### config.mk
export PLATFORM = sky130hd
export DESIGN_NAME = pwm_measure
export DESIGN_NICKNAME = d
export VERILOG_FILES = /design/src/rtl/pwm_measure_pkg.sv /design/src/rtl/pwm_measure_edge_sync.sv /design/src/rtl/pwm_measure.sv
export SDC_FILE = /design/constraint.sdc
export NUM_CORES = 1
export LEC_CHECK = 0
export BUFFER_PORTS_ARGS = -buffer_cell sky130_fd_sc_hd__buf_2
export CAP_MARGIN = 20
export CORE_MARGIN = 1
export CORE_UTILIZATION = 50
export DETAILED_ROUTE_END_ITERATION = 8
export PLACE_DENSITY_LB_ADDON = 0.3
export SETUP_SLACK_MARGIN = 0.2
export SLEW_MARGIN = 20
export SYNTH_ARGS = -nofsm -noshare
export SYNTH_HDL_FRONTEND = slang
export SYNTH_SLANG_ARGS = --single-unit
### constraint.sdc
create_clock -name i_clk -period 2.09 [get_ports i_clk]
set_input_delay 0.418 -clock i_clk [delete_from_list [all_inputs] [get_ports i_clk]]
set_output_delay 0.418 -clock i_clk [all_outputs]
set_load 0.02 [all_outputs]
### src/rtl/pwm_measure_pkg.sv
// Shared constants and types for the PWM measurement block and its generator peer.
// Latency: n/a.  Backpressure: n/a.
package pwm_measure_pkg;

    localparam int          CNT_W_DEF   = 32;
    localparam int          TIMES_W_DEF = 16;
    localparam int unsigned CLK_HZ      = 50_000_000;
    localparam int unsigned TIMEOUT_DEF = CLK_HZ;

    typedef enum logic {
        ST_IDLE = 1'b0,
        ST_MEAS = 1'b1
    } meas_state_t;

endpackage

### src/rtl/pwm_measure_edge_sync.sv
// Synchronises the PWM input and emits registered one-cycle rise/fall flags.
// Latency: flags assert 3 cycles after the input transition.  Backpressure: none.
module pwm_measure_edge_sync (
    input  logic i_clk,
    input  logic i_rst,
    input  logic i_pwm,
    output logic o_rise,
    output logic o_fall
);

    logic sync1_q, sync1_d;
    logic sync2_q, sync2_d;
    logic prev_q,  prev_d;
    logic rise_q,  rise_d;
    logic fall_q,  fall_d;

    always_comb begin
        sync1_d = i_pwm;
        sync2_d = sync1_q;
        prev_d  = sync2_q;
        // Only one of these can be set for a given prev/current pair.
        rise_d  = sync2_q & ~prev_q;
        fall_d  = ~sync2_q & prev_q;
    end

    always_ff @(posedge i_clk) begin
        if (i_rst) begin
            sync1_q <= 1'b0;
            sync2_q <= 1'b0;
            prev_q  <= 1'b0;
            rise_q  <= 1'b0;
            fall_q  <= 1'b0;
        end else begin
            sync1_q <= sync1_d;
            sync2_q <= sync2_d;
            prev_q  <= prev_d;
            rise_q  <= rise_d;
            fall_q  <= fall_d;
        end
    end

    assign o_rise = rise_q;
    assign o_fall = fall_q;

endmodule

### src/rtl/pwm_measure.sv
// Measures period and high time of each complete PWM period; counts periods; flags stalls.
// Latency: o_valid 4 cycles after the closing rising edge.  Backpressure: none.
module pwm_measure
    import pwm_measure_pkg::*;
#(
    parameter int          CNT_W   = CNT_W_DEF,
    parameter int          TIMES_W = TIMES_W_DEF,
    parameter int unsigned TIMEOUT = TIMEOUT_DEF
) (
    input  logic               i_clk,
    input  logic               i_rst,
    input  logic               i_clr,
    input  logic               i_pwm,
    output logic [CNT_W-1:0]   o_period,
    output logic [CNT_W-1:0]   o_high,
    output logic [TIMES_W-1:0] o_pulses,
    output logic               o_valid,
    output logic               o_busy,
    output logic               o_timeout
);

    localparam logic [CNT_W-1:0]   CNT_MAX   = '1;
    localparam logic [TIMES_W-1:0] PULSE_MAX = '1;
    localparam logic [63:0]        TIMEOUT_X = 64'(TIMEOUT);

    logic rise, fall;

    pwm_measure_edge_sync u_edge_sync (
        .i_clk  (i_clk),
        .i_rst  (i_rst),
        .i_pwm  (i_pwm),
        .o_rise (rise),
        .o_fall (fall)
    );

    meas_state_t        state_q,   state_d;
    logic [CNT_W-1:0]   p_cnt_q,   p_cnt_d;
    logic [CNT_W-1:0]   h_lat_q,   h_lat_d;
    logic               h_seen_q,  h_seen_d;
    logic [CNT_W-1:0]   period_q,  period_d;
    logic [CNT_W-1:0]   high_q,    high_d;
    logic [TIMES_W-1:0] pulses_q,  pulses_d;
    logic               valid_q,   valid_d;
    logic               timeout_q, timeout_d;

    logic timeout_hit;
    assign timeout_hit = (64'(p_cnt_q) >= TIMEOUT_X);

    always_comb begin
        state_d   = state_q;
        p_cnt_d   = p_cnt_q;
        h_lat_d   = h_lat_q;
        h_seen_d  = h_seen_q;
        period_d  = period_q;
        high_d    = high_q;
        pulses_d  = pulses_q;
        valid_d   = 1'b0;
        timeout_d = 1'b0;

        if (i_clr) begin
            state_d  = ST_IDLE;
            p_cnt_d  = '0;
            h_lat_d  = '0;
            h_seen_d = 1'b0;
            period_d = '0;
            high_d   = '0;
            pulses_d = '0;
        end else begin
            case (state_q)
                ST_IDLE: begin
                    // First rise only arms; there is no complete period yet.
                    if (rise) begin
                        state_d  = ST_MEAS;
                        p_cnt_d  = CNT_W'(1);
                        h_lat_d  = '0;
                        h_seen_d = 1'b0;
                    end
                end
                ST_MEAS: begin
                    if (rise) begin
                        period_d = p_cnt_q;
                        high_d   = h_lat_q;
                        valid_d  = 1'b1;
                        pulses_d = (pulses_q == PULSE_MAX) ? pulses_q : pulses_q + 1'b1;
                        p_cnt_d  = CNT_W'(1);
                        h_lat_d  = '0;
                        h_seen_d = 1'b0;
                    end else if (timeout_hit) begin
                        state_d   = ST_IDLE;
                        timeout_d = 1'b1;
                        p_cnt_d   = '0;
                        h_lat_d   = '0;
                        h_seen_d  = 1'b0;
                    end else begin
                        p_cnt_d = (p_cnt_q == CNT_MAX) ? p_cnt_q : p_cnt_q + 1'b1;
                        if (fall && !h_seen_q) begin
                            h_lat_d  = p_cnt_q;
                            h_seen_d = 1'b1;
                        end
                    end
                end
                default: state_d = ST_IDLE;
            endcase
        end
    end

    always_ff @(posedge i_clk) begin
        if (i_rst) begin
            state_q   <= ST_IDLE;
            p_cnt_q   <= '0;
            h_lat_q   <= '0;
            h_seen_q  <= 1'b0;
            period_q  <= '0;
            high_q    <= '0;
            pulses_q  <= '0;
            valid_q   <= 1'b0;
            timeout_q <= 1'b0;
        end else begin
            state_q   <= state_d;
            p_cnt_q   <= p_cnt_d;
            h_lat_q   <= h_lat_d;
            h_seen_q  <= h_seen_d;
            period_q  <= period_d;
            high_q    <= high_d;
            pulses_q  <= pulses_d;
            valid_q   <= valid_d;
            timeout_q <= timeout_d;
        end
    end

    assign o_period  = period_q;
    assign o_high    = high_q;
    assign o_pulses  = pulses_q;
    assign o_valid   = valid_q;
    assign o_busy    = (state_q == ST_MEAS);
    assign o_timeout = timeout_q;

endmodule
==> flow_summary.html <==
<table>
<tr><th>Metric</th><th>Value</th></tr>
<tr><th colspan="2">Detailed routing</th></tr>
<tr><td>Total via count in the routed design</td><td>roughly 5500</td></tr>
<tr><td>Remaining antenna violation count after routing</td><td>0</td></tr>
<tr><td>Avg Vias per Cell</td><td>~5.7</td></tr>
<tr><td>WL/cell</td><td>around 16 um</td></tr>
<tr><td>Wire length after detailed routing</td><td>about 15000 um</td></tr>
<tr><td>Count of unresolved DRC violations after routing</td><td>7</td></tr>
<tr><td>DR iter-0 viols</td><td>around 540</td></tr>
<tr><td>Pre-Repair DR Iteration Count</td><td>7</td></tr>
<tr><th colspan="2">Die</th></tr>
<tr><td>Die span in y</td><td>approximately 110 um</td></tr>
<tr><td>Die X-Extent</td><td>~110 um</td></tr>
<tr><td>Core area</td><td>~12000 um2</td></tr>
<tr><td>Initial cell density of the core</td><td>52.3%</td></tr>
<tr><td>Number of ports placed on the die boundary</td><td>between 80 and 90</td></tr>
<tr><td>Total Die Area</td><td>about 13000 um2</td></tr>
<tr><td>Std-Cell Rows</td><td>39</td></tr>
<tr><th colspan="2">Placed design</th></tr>
<tr><td>Placement-stage cell area</td><td>about 6700 um2</td></tr>
<tr><td>Number of placed instances with taps included</td><td>approximately 920</td></tr>
<tr><td>Final HPWL from detailed placement</td><td>~9700 um</td></tr>
<tr><td>Routability Congestion</td><td>approximately 0.85</td></tr>
<tr><td>Number of buffer cells added on primary ports</td><td>86</td></tr>
<tr><th colspan="2">Global route</th></tr>
<tr><td>Overflow left after global routing</td><td>0</td></tr>
<tr><td>Maximum number of pins on one net before global-route repair</td><td>55</td></tr>
<tr><td>Number of antenna violations at the first check in global routing</td><td>0</td></tr>
<tr><td>Wire length of the first global-routing pass</td><td>approximately 24000 um</td></tr>
<tr><td>Number of global-route vias before repair</td><td>a little under 5000</td></tr>
<tr><td>Global-route usage over all layers</td><td>between 20% and 30%</td></tr>
<tr><th colspan="2">Critical path</th></tr>
<tr><td>Worst Path Arrival</td><td>roughly 2.4 ns</td></tr>
<tr><td>Type of the setup path with the least slack</td><td>reg -&gt; reg</td></tr>
<tr><td>Launch point of the worst reg-to-reg path</td><td>p_cnt_q[29]</td></tr>
<tr><td>R2r worst-path depth</td><td>8</td></tr>
<tr><td>Crit start category</td><td>flop</td></tr>
<tr><td>Start point of the critical path</td><td>p_cnt_q[29]</td></tr>
<tr><td>Nature of the critical path endpoint</td><td>flop</td></tr>
<tr><td>Critical path peak fanout</td><td>11</td></tr>
<tr><td>Req. time, crit path</td><td>about 2.4 ns</td></tr>
<tr><th colspan="2">Synth</th></tr>
<tr><td>Seq/Total Area, Yosys</td><td>50.4%</td></tr>
<tr><td>Most instantiated flip-flop cell in the synthesis netlist</td><td>dfxtp_1</td></tr>
<tr><td>Mean post-synth cell area</td><td>between 8 and 9 um2</td></tr>
<tr><td>Cell count after synthesis</td><td>~700</td></tr>
<tr><td>Synth async-reset ratio</td><td>0%</td></tr>
<tr><td>Syn Std Cell Area</td><td>between 6000 and 7000 um2</td></tr>
<tr><td>Count of state elements after synthesis</td><td>153</td></tr>
<tr><td>Synthesis warning total</td><td>0</td></tr>
<tr><td>Number of distinct library cell variants in the gate-level netlist after synthesis</td><td>roughly 50</td></tr>
<tr><td>Net count of the mapped netlist</td><td>roughly 720</td></tr>
<tr><td>Count of flip-flops with a built-in enable after synthesis</td><td>0</td></tr>
<tr><th colspan="2">Timing</th></tr>
<tr><td>Slew @ Worst Pin</td><td>0.546 ns</td></tr>
<tr><td>Final Hold Viols</td><td>0</td></tr>
<tr><td>Final setup viols</td><td>0</td></tr>
<tr><td>Final period demand of the worst path</td><td>just over 2 ns</td></tr>
<tr><td>WHS</td><td>~0.21 ns</td></tr>
<tr><td>Relative slew slack</td><td>a little under two thirds</td></tr>
<tr><td>Worst clock skew</td><td>approximately 0.0063 ns</td></tr>
<tr><td>Max Clock Freq</td><td>approximately 0.5 GHz</td></tr>
<tr><td>Number of pins exceeding their max-slew limit in the final report</td><td>0</td></tr>
<tr><td>Unrepaired setup endpoints after global routing</td><td>true</td></tr>
<tr><td>Final period utilization</td><td>a little over nine tenths</td></tr>
<tr><th colspan="2">Clock network</th></tr>
<tr><td>Root buffer selected by CTS</td><td>clkbuf_16</td></tr>
<tr><td>Clock latency of the later-clocked register in the worst-skew pair</td><td>0.43 ns</td></tr>
<tr><td>Buffer depth of the longest clock path</td><td>2</td></tr>
<tr><td>Number of buffers inserted by hold repair at cts</td><td>0</td></tr>
<tr><td>Total number of clock tree sinks</td><td>between 150 and 200</td></tr>
<tr><td>TritonCTS buffer count</td><td>17</td></tr>
<tr><td>Count of H-tree levels built during CTS</td><td>4</td></tr>
<tr><td>CTS tree</td><td>yes</td></tr>
<tr><td>Clock Pin Slew Worst Setup and Hold Paths</td><td>approximately 0.060 ns</td></tr>
<tr><th colspan="2">Power and ir drop</th></tr>
<tr><td>Fraction of power consumed by the clock network</td><td>~50%</td></tr>
<tr><td>Peak supply drop</td><td>~0.00048 V</td></tr>
<tr><td>Internal Dissipation</td><td>around 5.0 mW</td></tr>
<tr><td>Static leakage</td><td>slightly above 3 nW</td></tr>
<tr><td>Net switching fraction of the power</td><td>about a fifth</td></tr>
<tr><td>Seq pwr share</td><td>roughly 47%</td></tr>
<tr><td>PwrDens</td><td>805 nW/um2</td></tr>
<tr><td>Switching power</td><td>1.22 mW</td></tr>
<tr><td>Relative contribution of combinational cells to total power</td><td>1.4%</td></tr>
<tr><th colspan="2">Final layout</th></tr>
<tr><td>Final non-filler cell area</td><td>just under 8000 um2</td></tr>
<tr><td>Final core utilization</td><td>66.3%</td></tr>
<tr><td>Count of inserted antenna diode cells</td><td>0</td></tr>
<tr><td>Fraction of final layout cells sized beyond drive strength 1</td><td>about a quarter</td></tr>
<tr><td>Most frequent standard cell in the layout excluding fill and tap cells</td><td>nand2_1</td></tr>
<tr><td>Post-route non-filler standard cell count</td><td>972</td></tr>
<tr><td>Most frequent cells in the layout</td><td>nand2_1 (160), dfxtp_1 (149), buf_2 (86)</td></tr>
<tr><td>Final #Nets</td><td>a little over 800</td></tr>
<tr><td>Area added between synthesis and finish</td><td>26.7%</td></tr>
<tr><th colspan="2">Outcome</th></tr>
<tr><td>Status</td><td>finished with violations</td></tr>
<tr><td>Violations in the final reports</td><td>design-rule violations</td></tr>
<tr><th colspan="2">Min path</th></tr>
<tr><td>Start point of the worst min-delay path</td><td>i_pwm</td></tr>
<tr><td>Worst hold path depth</td><td>2</td></tr>
<tr><td>Classification of the worst-slack hold path</td><td>in -&gt; reg</td></tr>
<tr><th colspan="2">Job</th></tr>
<tr><td>Number of maximum-capacitance violations</td><td>0</td></tr>
</table>
## per-stage QoR
stage | power [mW] | setup slack, ns | TNS, ns
2_1_floorplan | 3.04 | 0.235 | 0
3_3_place_gp | 3.07 | 0.136 | 0
3_5_place_dp | 3.07 | 0.0722 | 0
4_1_cts | 6.24 | 0.142 | 0
5_1_grt | 6.39 | -0.0336 | -0.0996
6_report | 6.20 | 0.0417 | 0
## layout make-up
| type | count | area (um2) |
|---|---|---|
| fill | 941 | 3920 |
| sequential | 153 | 3070 |
| multi-input combinational | 497 | 2840 |
| timing repair buffer | 144 | 978 |
| clock buffer | 21 | 460 |
| tap | 143 | 179 |
| clock inverter | 9 | 148 |
| inverter | 5 | 18.8 |
## path summary, 6_finish.rpt
path | end | slack (ns)
worst min register to register | u_edge_sync.o_rise | 0.41
worst max register to register | p_cnt_q[14] | 0.04
worst min-delay path | u_edge_sync.sync1_q | 0.21
worst max-delay path | p_cnt_q[14] | 0.04
## synth_stat cells (2+ instances only)
cell type / count / area share (%)
nand2_1: 161 / 9.9
dfxtp_1: 153 / 50
a21oi_1: 79 / 6.5
nand3_1: 41 / 3.4
nor3_1: 39 / 3.2
clkbuf_1: 30 / 1.9
nor2_1: 28 / 1.7
mux2i_1: 18 / 3.0
nand4_1: 15 / 1.5
a31oi_1: 14 / 1.4
buf_2: 13 / 1.1
o21ai_0: 12 / 0.99
xor2_1: 10 / 1.4
and2_1: 8 / 0.82
xnor2_1: 6 / 0.86
and3_1: 5 / 0.51
and4_1: 5 / 0.72
buf_4: 5 / 0.62
inv_1: 5 / 0.31
nor2b_1: 5 / 0.51
or2_2: 4 / 0.41
a22o_1: 3 / 0.43
a41oi_1: 3 / 0.43
buf_6: 3 / 0.56
ha_1: 3 / 0.62
nand2b_1: 3 / 0.31
nor4_4: 3 / 1.1
or2b_1: 3 / 0.37
or3_1: 3 / 0.31
or3b_1: 3 / 0.43
a211oi_1: 2 / 0.25
a221o_1: 2 / 0.33
a31o_2: 2 / 0.29
buf_1: 2 / 0.12
clkbuf_2: 2 / 0.16
o211ai_1: 2 / 0.25
o21ai_2: 2 / 0.29
## worst max-delay path, cell delays in order (launching register included)
cell      delay, ns
dfxtp_4        0.36
nor4_4         0.36
nand4_1        0.21
a311oi_4       0.35
buf_6          0.15
buf_12         0.11
buf_6          0.13
nand2b_1       0.09
a31oi_1        0.20
## power by group through the flow
stage | clock, mW | sequential (mW) | combinational, mW
final | 3.19 | 2.92 | 0.0888
after global placement | 0 | 2.99 | 0.0803
after floorplan | 0 | 2.99 | 0.0544
after detailed placement | 0 | 2.99 | 0.0825
after CTS | 3.23 | 2.92 | 0.0826
after global routing | 3.37 | 2.92 | 0.0957
## layer usage
metal  up-vias  GRT usage (%)  wire, um
li1       2659              -         -
met1      2634           32.6      7100
met2       192           36.5      7070
met3        34           6.48       835
met4         0           8.53       349
met5         -              0         0
## sequential cells by signal, summed over array words and instances (netlist names)
signal               cells
h_lat_q                 32
o_high                  32
o_period                32
p_cnt_q                 32
o_pulses                16
h_seen_q                 1
o_busy                   1
o_timeout                1
o_valid                  1
u_edge_sync.o_fall       1
u_edge_sync.o_rise       1
u_edge_sync.prev_d       1
u_edge_sync.prev_q       1
u_edge_sync.sync1_q      1
## timing repair
item | CTS | global route
endpoints found under the setup margin | 13 | 55
hold endpoints to repair | 0 | 0
gates cloned | 0 | 5
pin swaps | 0 | 22
gates resized for setup | 2 | 50
setup buffers | 0 | 14
## kinds of logic (layout without fill, tap and decap cells)
group	after synthesis	after routing	synth area share, %
xor gates and xnor gates	16	16	2.31
adders and majority gates	3	3	0.618
buffers and inverters	61	179	5.02
AOI/OAI and AO/OA	128	128	12.5
muxes	18	18	2.97
DFF	153	153	50.4
and+or+nand+nor	332	332	26.2
No activity file was read; power rests on OpenSTA's default activity.
